**src/rtl/ps2_note_decoder_if.sv**
```systemverilog
// PS/2 scancode-in / note-out bundle between the keyboard front end and the
// note decoder.
interface ps2_note_decoder_if;
  logic [7:0] ps2_byte;
  logic       ps2_byte_en;
  logic [4:0] note;
  logic       gate;
  logic       note_on;
  logic [7:0] held_code;

  // Byte source side, which also observes the decoder outputs
  modport master (
    output ps2_byte, ps2_byte_en,
    input  note, gate, note_on, held_code
  );

  // Decoder side
  modport slave (
    input  ps2_byte, ps2_byte_en,
    output note, gate, note_on, held_code
  );
endinterface

```
**src/rtl/ps2_note_decoder.sv**
```systemverilog
// ps2_note_decoder: parses PS/2 set-2 make/break/extended sequences and turns
// a one-octave key row into a last-key-priority monophonic note with gate.
// Optional feature macro: PS2_NOTE_OCTAVE_EN enables '-' / '=' octave select.
module ps2_note_decoder (
  input  logic                 CLOCK_50,
  input  logic                 resetn,
  ps2_note_decoder_if.slave    bus
);

  localparam int unsigned BYTE_W = 8;
  localparam int unsigned NOTE_W = 5;
  localparam int unsigned IDX_W  = 4;

  localparam logic [BYTE_W-1:0] CODE_BREAK = 8'hF0;
  localparam logic [BYTE_W-1:0] CODE_EXT   = 8'hE0;
`ifdef PS2_NOTE_OCTAVE_EN
  localparam logic [BYTE_W-1:0] CODE_OCT_LO = 8'h4E;
  localparam logic [BYTE_W-1:0] CODE_OCT_HI = 8'h55;
`endif

  typedef enum logic [1:0] {
    ST_IDLE    = 2'd0,
    ST_BRK     = 2'd1,
    ST_EXT     = 2'd2,
    ST_EXT_BRK = 2'd3
  } state_t;

  state_t             state;
  logic [NOTE_W-1:0]  note_q;
  logic               gate_q;
  logic               note_on_q;
  logic [BYTE_W-1:0]  held_q;

`ifdef PS2_NOTE_OCTAVE_EN
  logic [NOTE_W-1:0]  offset_q;
`else
  localparam logic [NOTE_W-1:0] offset_q = 5'd0;
`endif

  logic               map_hit;
  logic [IDX_W-1:0]   map_idx;
  logic               make_latch;
  logic               brk_release;

  // Scancode to semitone lookup for the playable key row
  always_comb begin
    map_hit = 1'b1;
    map_idx = 4'd0;
    unique case (bus.ps2_byte)
      8'h1C:   map_idx = 4'd0;
      8'h1D:   map_idx = 4'd1;
      8'h1B:   map_idx = 4'd2;
      8'h24:   map_idx = 4'd3;
      8'h23:   map_idx = 4'd4;
      8'h2B:   map_idx = 4'd5;
      8'h2C:   map_idx = 4'd6;
      8'h34:   map_idx = 4'd7;
      8'h35:   map_idx = 4'd8;
      8'h33:   map_idx = 4'd9;
      8'h3C:   map_idx = 4'd10;
      8'h3B:   map_idx = 4'd11;
      8'h42:   map_idx = 4'd12;
      default: map_hit = 1'b0;
    endcase
  end

  // A held key repeating (typematic) never retriggers; mapped codes are never
  // 0x00, so comparing against held_q also covers the nothing-held case.
  always_comb begin
    make_latch  = map_hit && (bus.ps2_byte != held_q);
    brk_release = gate_q && (bus.ps2_byte == held_q);
  end

  // Parse FSM plus registered note/gate/held outputs
  always_ff @(posedge CLOCK_50) begin
    if (!resetn) begin
      state     <= ST_IDLE;
      note_q    <= '0;
      gate_q    <= 1'b0;
      note_on_q <= 1'b0;
      held_q    <= 8'h00;
`ifdef PS2_NOTE_OCTAVE_EN
      offset_q  <= '0;
`endif
    end else begin
      note_on_q <= 1'b0;
      if (bus.ps2_byte_en) begin
        unique case (state)
          ST_IDLE: begin
            if (bus.ps2_byte == CODE_BREAK) begin
              state <= ST_BRK;
            end else if (bus.ps2_byte == CODE_EXT) begin
              state <= ST_EXT;
            end else begin
`ifdef PS2_NOTE_OCTAVE_EN
              if (bus.ps2_byte == CODE_OCT_LO) offset_q <= 5'd0;
              if (bus.ps2_byte == CODE_OCT_HI) offset_q <= 5'd12;
`endif
              if (make_latch) begin
                note_q    <= NOTE_W'(map_idx) + offset_q;
                gate_q    <= 1'b1;
                held_q    <= bus.ps2_byte;
                note_on_q <= 1'b1;
              end
            end
          end
          ST_BRK: begin
            // Repeated 0xF0 keeps waiting for the code being released
            if (bus.ps2_byte != CODE_BREAK) begin
              state <= ST_IDLE;
              if (brk_release) begin
                gate_q <= 1'b0;
                held_q <= 8'h00;
              end
            end
          end
          ST_EXT: begin
            state <= (bus.ps2_byte == CODE_BREAK) ? ST_EXT_BRK : ST_IDLE;
          end
          ST_EXT_BRK: begin
            state <= ST_IDLE;
          end
        endcase
      end
    end
  end

  assign bus.note      = note_q;
  assign bus.gate      = gate_q;
  assign bus.note_on   = note_on_q;
  assign bus.held_code = held_q;

endmodule
```
**src/flat_wrapper.sv**
```systemverilog
// flat-port wrapper written by rule: the top's interface ports become plain ports
module ps2_note_decoder_flat 
  (CLOCK_50, resetn, bus_ps2_byte, bus_ps2_byte_en, bus_note, bus_gate, bus_note_on, bus_held_code);
  ps2_note_decoder_if bus_i ();
  input  logic CLOCK_50;
  input  logic resetn;
  input wire logic [$bits(bus_i.ps2_byte)-1:0] bus_ps2_byte;
  input wire logic [$bits(bus_i.ps2_byte_en)-1:0] bus_ps2_byte_en;
  output wire logic [$bits(bus_i.note)-1:0] bus_note;
  output wire logic [$bits(bus_i.gate)-1:0] bus_gate;
  output wire logic [$bits(bus_i.note_on)-1:0] bus_note_on;
  output wire logic [$bits(bus_i.held_code)-1:0] bus_held_code;
  assign bus_i.ps2_byte = bus_ps2_byte;
  assign bus_i.ps2_byte_en = bus_ps2_byte_en;
  assign bus_note = bus_i.note;
  assign bus_gate = bus_i.gate;
  assign bus_note_on = bus_i.note_on;
  assign bus_held_code = bus_i.held_code;
  ps2_note_decoder u_core (.CLOCK_50(CLOCK_50), .resetn(resetn), .bus(bus_i));
endmodule
```
**config.mk**
```make
export PLATFORM = sky130hd
export DESIGN_NAME = ps2_note_decoder_flat
export DESIGN_NICKNAME = d
export VERILOG_FILES = /design/src/rtl/ps2_note_decoder_if.sv /design/src/rtl/ps2_note_decoder.sv /design/src/flat_wrapper.sv
export SDC_FILE = /design/constraint.sdc
export NUM_CORES = 1
export LEC_CHECK = 0
export ABC_CLOCK_PERIOD_IN_PS = 2080
export BUFFER_PORTS_ARGS = -buffer_cell sky130_fd_sc_hd__buf_2
export CAP_MARGIN = 25
export CORE_MARGIN = 3
export CORE_UTILIZATION = 25
export DETAILED_ROUTE_END_ITERATION = 8
export MAX_ROUTING_LAYER = met4
export SETUP_SLACK_MARGIN = 0.4
export SYNTH_ARGS = -nofsm -noshare
export SYNTH_HDL_FRONTEND = slang
export SYNTH_SLANG_ARGS = --single-unit
```
**constraint.sdc**
```tcl
create_clock -name CLOCK_50 -period 2.08 [get_ports CLOCK_50]
set_input_delay 0.312 -clock CLOCK_50 [delete_from_list [all_inputs] [get_ports CLOCK_50]]
set_output_delay 0.312 -clock CLOCK_50 [all_outputs]
set_load 0.005 [all_outputs]
```
==> results.md, run 1 <==
- Max Cap Viol: 0
- YS warnings: 0
- Worst EP arrival: approximately 1800 ps
- Synth unique cells: 41
- CP Max Fanout: 9
- DPL Wire Length: between 1.5 and 2 mm
- Chip width: between 70 and 80 um
- Final Hold Viols: 0
- Nets: 159
- Die height: 70.3 um
- Power per cell area: 543 nW/um^2
- Clock root buffer master: clkbuf_8
- Reg clk slew, reported paths: 60 ps
- DIE AREA: 4950 um^2
- Initial Util: 0.270
- Multi-input logic area: 647 um^2
- Sw Share: 0.248
- Area grow syn2layout: 22.9%
- GR Util All Layers: 0.0997
- DR WL/cell: around 12 um
- TritonCTS clock tree: done
- Crit Path Class: input port to flip-flop
- Most used cells in the layout excluding fill and tap cells: nand2_1, buf_2, dfxtp_1, mux2i_1, xor2_1
- Share of post-route cells with drive strength above 1: 0.279
- Cell Rows: 22
- 1st-pass router iterations: 4
- Setup repair after global routing missed its margin: no
- Clock Sinks: 16
- Worst Hold Path Cells: 3
- Placer congestion estimate: between 0.8 and 0.9
- R2R depth: 7
- WP data required: 2220 ps
- Post-synthesis instance total: 123
- CTS buffer count: 3
- Max Freq: 610 MHz
- Port bufs: 24
- Post-Synthesis Net Count: between 100 and 150
- Min Tclk post-route: 1640 ps
- Worst hold start: bus_ps2_byte[6]
- Mean Syn Cell Area: roughly 8.4 um^2
- FF-to-FF Start: u_core.bus.held_code[4]
- Clock share of power: 0.407
- Seq/Total Area, Yosys: 0.310
- Outcome: finished clean
- Hold endpoint: u_core.bus.held_code[6]
- Pleak: 0.559 nW
- Setup crit end kind: flip-flop
- Number of global-route vias before repair: 837
- I/O pin cnt: 26
- First-pass GRT wire length: 3.93 mm
- DRT iter0 DRCs: 31
- DR vias/cell: approximately 4.7
- Cell Area, Synth: 1030 um^2
- Sw power: 0.171 mW
- Synthesis-stage register bit count: 16
- Final setup fails: 0
- CP Launch Type: input port
- Max Buffers Root-to-Sink: 2
- Core Region: 3830 um^2
- Vias: 908
- Final Cycle Share: 0.788
- Detailed Route WL: 2.39 mm
- Hold crit path type: input port to flip-flop
- Most common cell after layout, fill and taps aside: nand2_1
- Total negative slack: 0 ps
- Remaining Overflow, GRT: 0
- Number of fill cells: approximately 400
- Pint: roughly 0.52 mW
- Fin Clk Skew: between 4 and 5 ps
- Largest net degree at the start of global routing: 17
- Initial antenna violation count: 0
- Antenna Cells: 0
- Worst skew pair latency: ~250 ps
- R2R Setup Slk: approximately 480 ps
- VDD IR-drop max: between 0.0004 and 0.0005 V
- Hold_ws: 366 ps
- Crit. Startpoint: bus_ps2_byte[0]
- Routed Antenna Nets: 0
- Register area: 320 um^2
- Reg-to-Reg End: u_core.bus.gate
- # DRC: 0
- Gate power share: 0.142
- Max-slew violations: 0
- Flop pwr share: 0.451
- H-tree Lvls: 1
[logic make-up (layout without fill, tap and decap cells)]
kind of cell,count (synthesis),count (layout),share of synthesized area
AOI/OAI and AO/OA,16,16,0.129
xor gates and xnor gates,9,9,0.0762
buffers and inverters,13,37,0.0846
DFF,16,16,0.310
muxes,11,11,0.106
other,1,1,0.00362
and+or+nand+nor,57,57,0.290
[state kept, by name, summed over array words and instances (netlist names)]
| register | cells |
|---|---|
| u_core.bus.gate | 1 |
| u_core.bus.held_code | 8 |
| u_core.bus.note | 4 |
| u_core.bus.note_on | 1 |
| u_core.state | 2 |
[power by group through the flow]
stage          registers [mW]  logic (mW)  clock network (mW)
2_1_floorplan           0.318      0.0719                   0
3_3_place_gp            0.318      0.0918                   0
3_5_place_dp            0.318      0.0912                   0
4_1_cts                 0.311      0.0917               0.286
5_1_grt                 0.311       0.108               0.302
6_report                0.311      0.0979               0.281
[Yosys cell counts]
library cell  count  share of area
inv_1             3          0.011
nor3_1            1         0.0048
o21a_1            1         0.0073
nand4_1           2          0.012
o211ai_1          1         0.0073
nand3b_1          1         0.0073
buf_6             2          0.022
o21ai_0           1         0.0048
nor4b_1           3          0.025
o311a_1           1         0.0097
nand2b_1          3          0.018
and2_1            1         0.0060
buf_1             1         0.0036
a21oi_1           4          0.019
buf_2             4          0.019
and2b_4           1         0.0097
o41a_1            1          0.011
a41o_1            1         0.0097
buf_8             1          0.015
or2_1             1         0.0060
nand2_1          25          0.091
dfxtp_1          16           0.31
and3_1            1         0.0060
nor3b_1           2          0.015
a21o_1            1         0.0073
nand3_1           3          0.015
or2_2             1         0.0060
nor2_1            5          0.018
o22ai_1           1         0.0060
xor2_1            9          0.076
and3b_1           2          0.017
mux2i_1          11           0.11
conb_1            1         0.0036
a31oi_4           1          0.021
and4b_1           1         0.0097
nor2b_1           2          0.012
o32ai_1           1         0.0085
a32o_1            1         0.0097
a32oi_1           1         0.0085
buf_4             2          0.015
nor4_1            2          0.012
[routing by layer]
| layer | part of all wire | global-route usage |
|---|---|---|
| met3 | 0.055 | 0.0331 |
| met5 | 0 | - |
| met1 | 0.49 | 0.132 |
| met4 | 0.012 | 0.0298 |
| met2 | 0.45 | 0.143 |
[timing repair]
| action | 4_1_cts | 5_1_grt |
|---|---|---|
| gates resized for setup | 0 | 2 |
| endpoints found under the setup margin | 0 | 13 |
| hold buffers | 0 | 0 |
| buffers inserted | 0 | 1 |
[per-stage QoR]
stage / instance area, um^2 / util / total power [mW] / cells / setup WS, ps
final: 1270 / 0.332 / 0.690 / 195 / 441
after CTS: 1240 / 0.324 / 0.689 / 194 / 458
after floorplan: 1060 / - / 0.390 / 123 / 258
after global routing: 1270 / 0.332 / 0.722 / 195 / 402
after detailed placement: 1180 / 0.309 / 0.410 / 190 / 200
after global placement: 1180 / 0.309 / 0.410 / 190 / 203
[worst max path at each step]
stage                       to  depth (start not counted)  slack (ps)
2_1_floorplan  u_core.bus.gate                          8         260
3_3_place_gp   u_core.bus.gate                          7         200
3_5_place_dp   u_core.bus.gate                          7         200
4_1_cts        u_core.bus.gate                          7         460
5_1_grt        u_core.bus.gate                          7         400
6_report       u_core.bus.gate                          7         440
[area by class of cell]
type | count | area share
Clock buffer | 4 | 0.0433
Inverter | 3 | 0.00886
Multi-Input combinational cell | 94 | 0.509
Sequential cell | 16 | 0.252
Tap cell | 48 | 0.0472
Timing Repair Buffer | 30 | 0.140
[critical path, cell delays in order]
cell and delay [ps]:
buf_2 160, and3b_2 260, a21o_1 160, a41o_1 230
o311a_1 310, buf_4 180, o21a_1 170
Power figures use the tool's default switching activity.
==> inputs of run 2 (changes only) <==
ABC_CLOCK_PERIOD_IN_PS = 1700   (was 2080)
clock period = 1.7 ns   (was 2.08 ns; I/O delays follow)
==> run 2 against run 1 <==
  * Power rose by 29%
  * Worst setup slack lost 290 ps
  * Count of clock-buffer cells in the layout is the same
  * Critical path depth up 1
  * First-iteration DRC count increased by 3.2%
  * Non-clock buffer count is 27 higher
  * Clock power is 20% higher
  * Routed wire length rose by 14%
  * Highest routed layer is now met3
  * Global-route usage increased by 2.0 points
  * Core utilization rose by 8.3 points
  * Clock skew decreased by 3.4 ps
  * Cell area increased by 25%
==> results.md, run 2 (synthesized netlist as in run 1, its figures left out) <==
- Hold crit path type: input port to flip-flop
- Min Tclk post-route: approximately 1500 ps
- VDD IR-drop max: 0.000433 V (-11%)
- First-pass GRT wire length: 4.75 mm (+21%)
- Final Hold Viols: 0 (unchanged)
- H-tree Lvls: 1 (unchanged)
- Delay-heaviest family, CP: compound AO/OA/AOI/OAI gates
- Crit Path Class: input port to flip-flop
- CP max stage delay: 400 ps (+90 ps)
- DR vias/cell: 4.75 (+2.1%)
- Area grow syn2layout: 53.7%
- CP cell instances: buf_6 -> buf_6 -> nor2b_4 -> and3_4 -> a41o_1 -> o311a_4 -> buf_12 -> o21a_1
- Initial antenna violation count: 0 (unchanged)
- Pre-CTS setup slack: -111 ps (-311 ps)
- DIE AREA: 4950 um^2 (unchanged)
- Worst Hold Path Cells: 3 (unchanged)
- Placed cell areas: 1360 um^2 (+15%)
- Register area: 327 um^2 (+2.0%)
- TritonCTS clock tree: done
- Outcome: finished clean
- Pleak: 0.724 nW (+29%)
- Max Buffers Root-to-Sink: 2 (unchanged)
- Port bufs: 24 (unchanged)
- Number of fill cells: 376 (-6.9%)
- Number of global-route vias before repair: 1058 (+26%)
- Die height: 70.3 um (unchanged)
- I/O pin cnt: 26 (unchanged)
- Max Freq: 646 MHz
- Remaining Overflow, GRT: 0 (unchanged)
- Initial Util: 0.270 (unchanged)
- Final Cycle Share: 0.911
- Vias: 1055 (+16%)
- Final setup fails: 0 (unchanged)
- R2R depth: 6 (-1)
- Max Cap Viol: 0 (unchanged)
- Chip width: 70.3 um (unchanged)
- Levels on crit path: 8 (+1)
- WP data required: 1850 ps (-370 ps)
- Antenna Cells: 0 (unchanged)
- Total negative slack: 0 ps (unchanged)
- Final Cell Area: 1590 um^2 (+25%)
- Routed Antenna Nets: 0 (unchanged)
- Hold_buf cts: 0 (unchanged)
- Most common cell after layout, fill and taps aside: buf_4
- Clock root buffer master: clkbuf_8
- DR WL/cell: 12.3 um (about the same)
- Nets: 186 (+17%)
- Setup ws final: 152 ps (-289 ps)
- Most used cell along the critical path: buf_6
- # DRC: 0 (unchanged)
- CP Launch Type: input port
- Bufs and invs on worst path: 3 (+1)
- Most used cells in the layout excluding fill and tap cells: buf_4, nand2_1, buf_2, mux2i_1, dfxtp_1
- Worst EP arrival: 1690 ps (-90 ps)
- Multi-input logic area: 694 um^2 (+7.4%)
- Clock Sinks: 16 (unchanged)
- Max-slew violations: 0 (unchanged)
- CTS buffer count: 3 (unchanged)
- 1st-pass router iterations: 4 (unchanged)
- Worst skew pair latency: 250 ps (about the same)
- Cell Rows: 22 (unchanged)
- Largest net degree at the start of global routing: 12 (-5)
- Setup repair after global routing missed its margin: yes
- Reg clk slew, reported paths: 60 ps (about the same)
- Core Region: 3830 um^2 (unchanged)
- GR Util All Layers: 0.119 (+0.0198)
- Slowest-stage cell, CP: o311a_4
- Fin Clk Skew: 1.29 ps (-3.43 ps)
- Detailed Route WL: 2.72 mm (+14%)
- Setup crit end kind: flip-flop
- Placer congestion estimate: 0.799 (-0.54%)
- DPL Wire Length: 2.03 mm (+12%)
- CP Max Fanout: 7 (-2)
- Power per cell area: 561 nW/um^2 (+3.4%)
- Largest register FFs: 8 (unchanged)
- DRT iter0 DRCs: 32 (+3.2%)
- Share of post-route cells with drive strength above 1: 0.460 (+0.181)
==> run 2: per-layer routing <==
layer	GRT usage	wire length, um	vias up	share of wire
met5	-	0	-	0
met3	0.0374	154	0	0.057
met1	0.149	1240	497	0.45
met2	0.191	1330	26	0.49
li1	-	-	532	-
met4	0.0213	0	0	0
==> run 2: worst paths after layout <==
kind         slack (ps)                 endpoint               startpoint
max                 150          u_core.bus.gate          bus_ps2_byte[1]
min                 300  u_core.bus.held_code[6]          bus_ps2_byte[6]
max reg2reg         170          u_core.bus.gate  u_core.bus.held_code[3]
min reg2reg         450  u_core.bus.held_code[7]  u_core.bus.held_code[7]
==> run 2: worst reg2reg max path, stage by stage (launching register included) <==
cell     delay (ps)
dfxtp_2         320
xor2_1          160
nor4_2          310
nand2_1         150
o311a_4         190
buf_12          150
o21a_1          160
==> run 2: power breakdown <==
part	switching, mW	internal (mW)	leakage, nW
sequential	0.00242	0.378	0.132
combinational	0.0832	0.0914	0.563
clock	0.131	0.205	0.0288
==> run 2: repair_timing <==
| item | in CTS | in global routing |
|---|---|---|
| setup endpoints to repair | 14 | 14 |
| gates cloned | 1 | 0 |
| gates resized for setup | 16 | 4 |
| pin swaps | 8 | 4 |
| setup buffers | 7 | 1 |
==> run 2: area by class of cell <==
type                            count  share of cell area
Multi-Input combinational cell     94               0.437
Inverter                            3             0.00708
Timing Repair Buffer               57               0.279
Sequential cell                    16               0.205
Clock buffer                        4              0.0346
Tap cell                           48              0.0378
==> run 2: stage by stage <==
step	hold WS (ps)	utilization	instances	total power, mW
finish	298	0.416	222	0.892
global route	322	0.416	222	0.940
CTS	292	0.410	221	0.899
detailed placement	454	0.356	209	0.540
global placement	448	0.356	209	0.540
floorplan	397	-	123	0.477
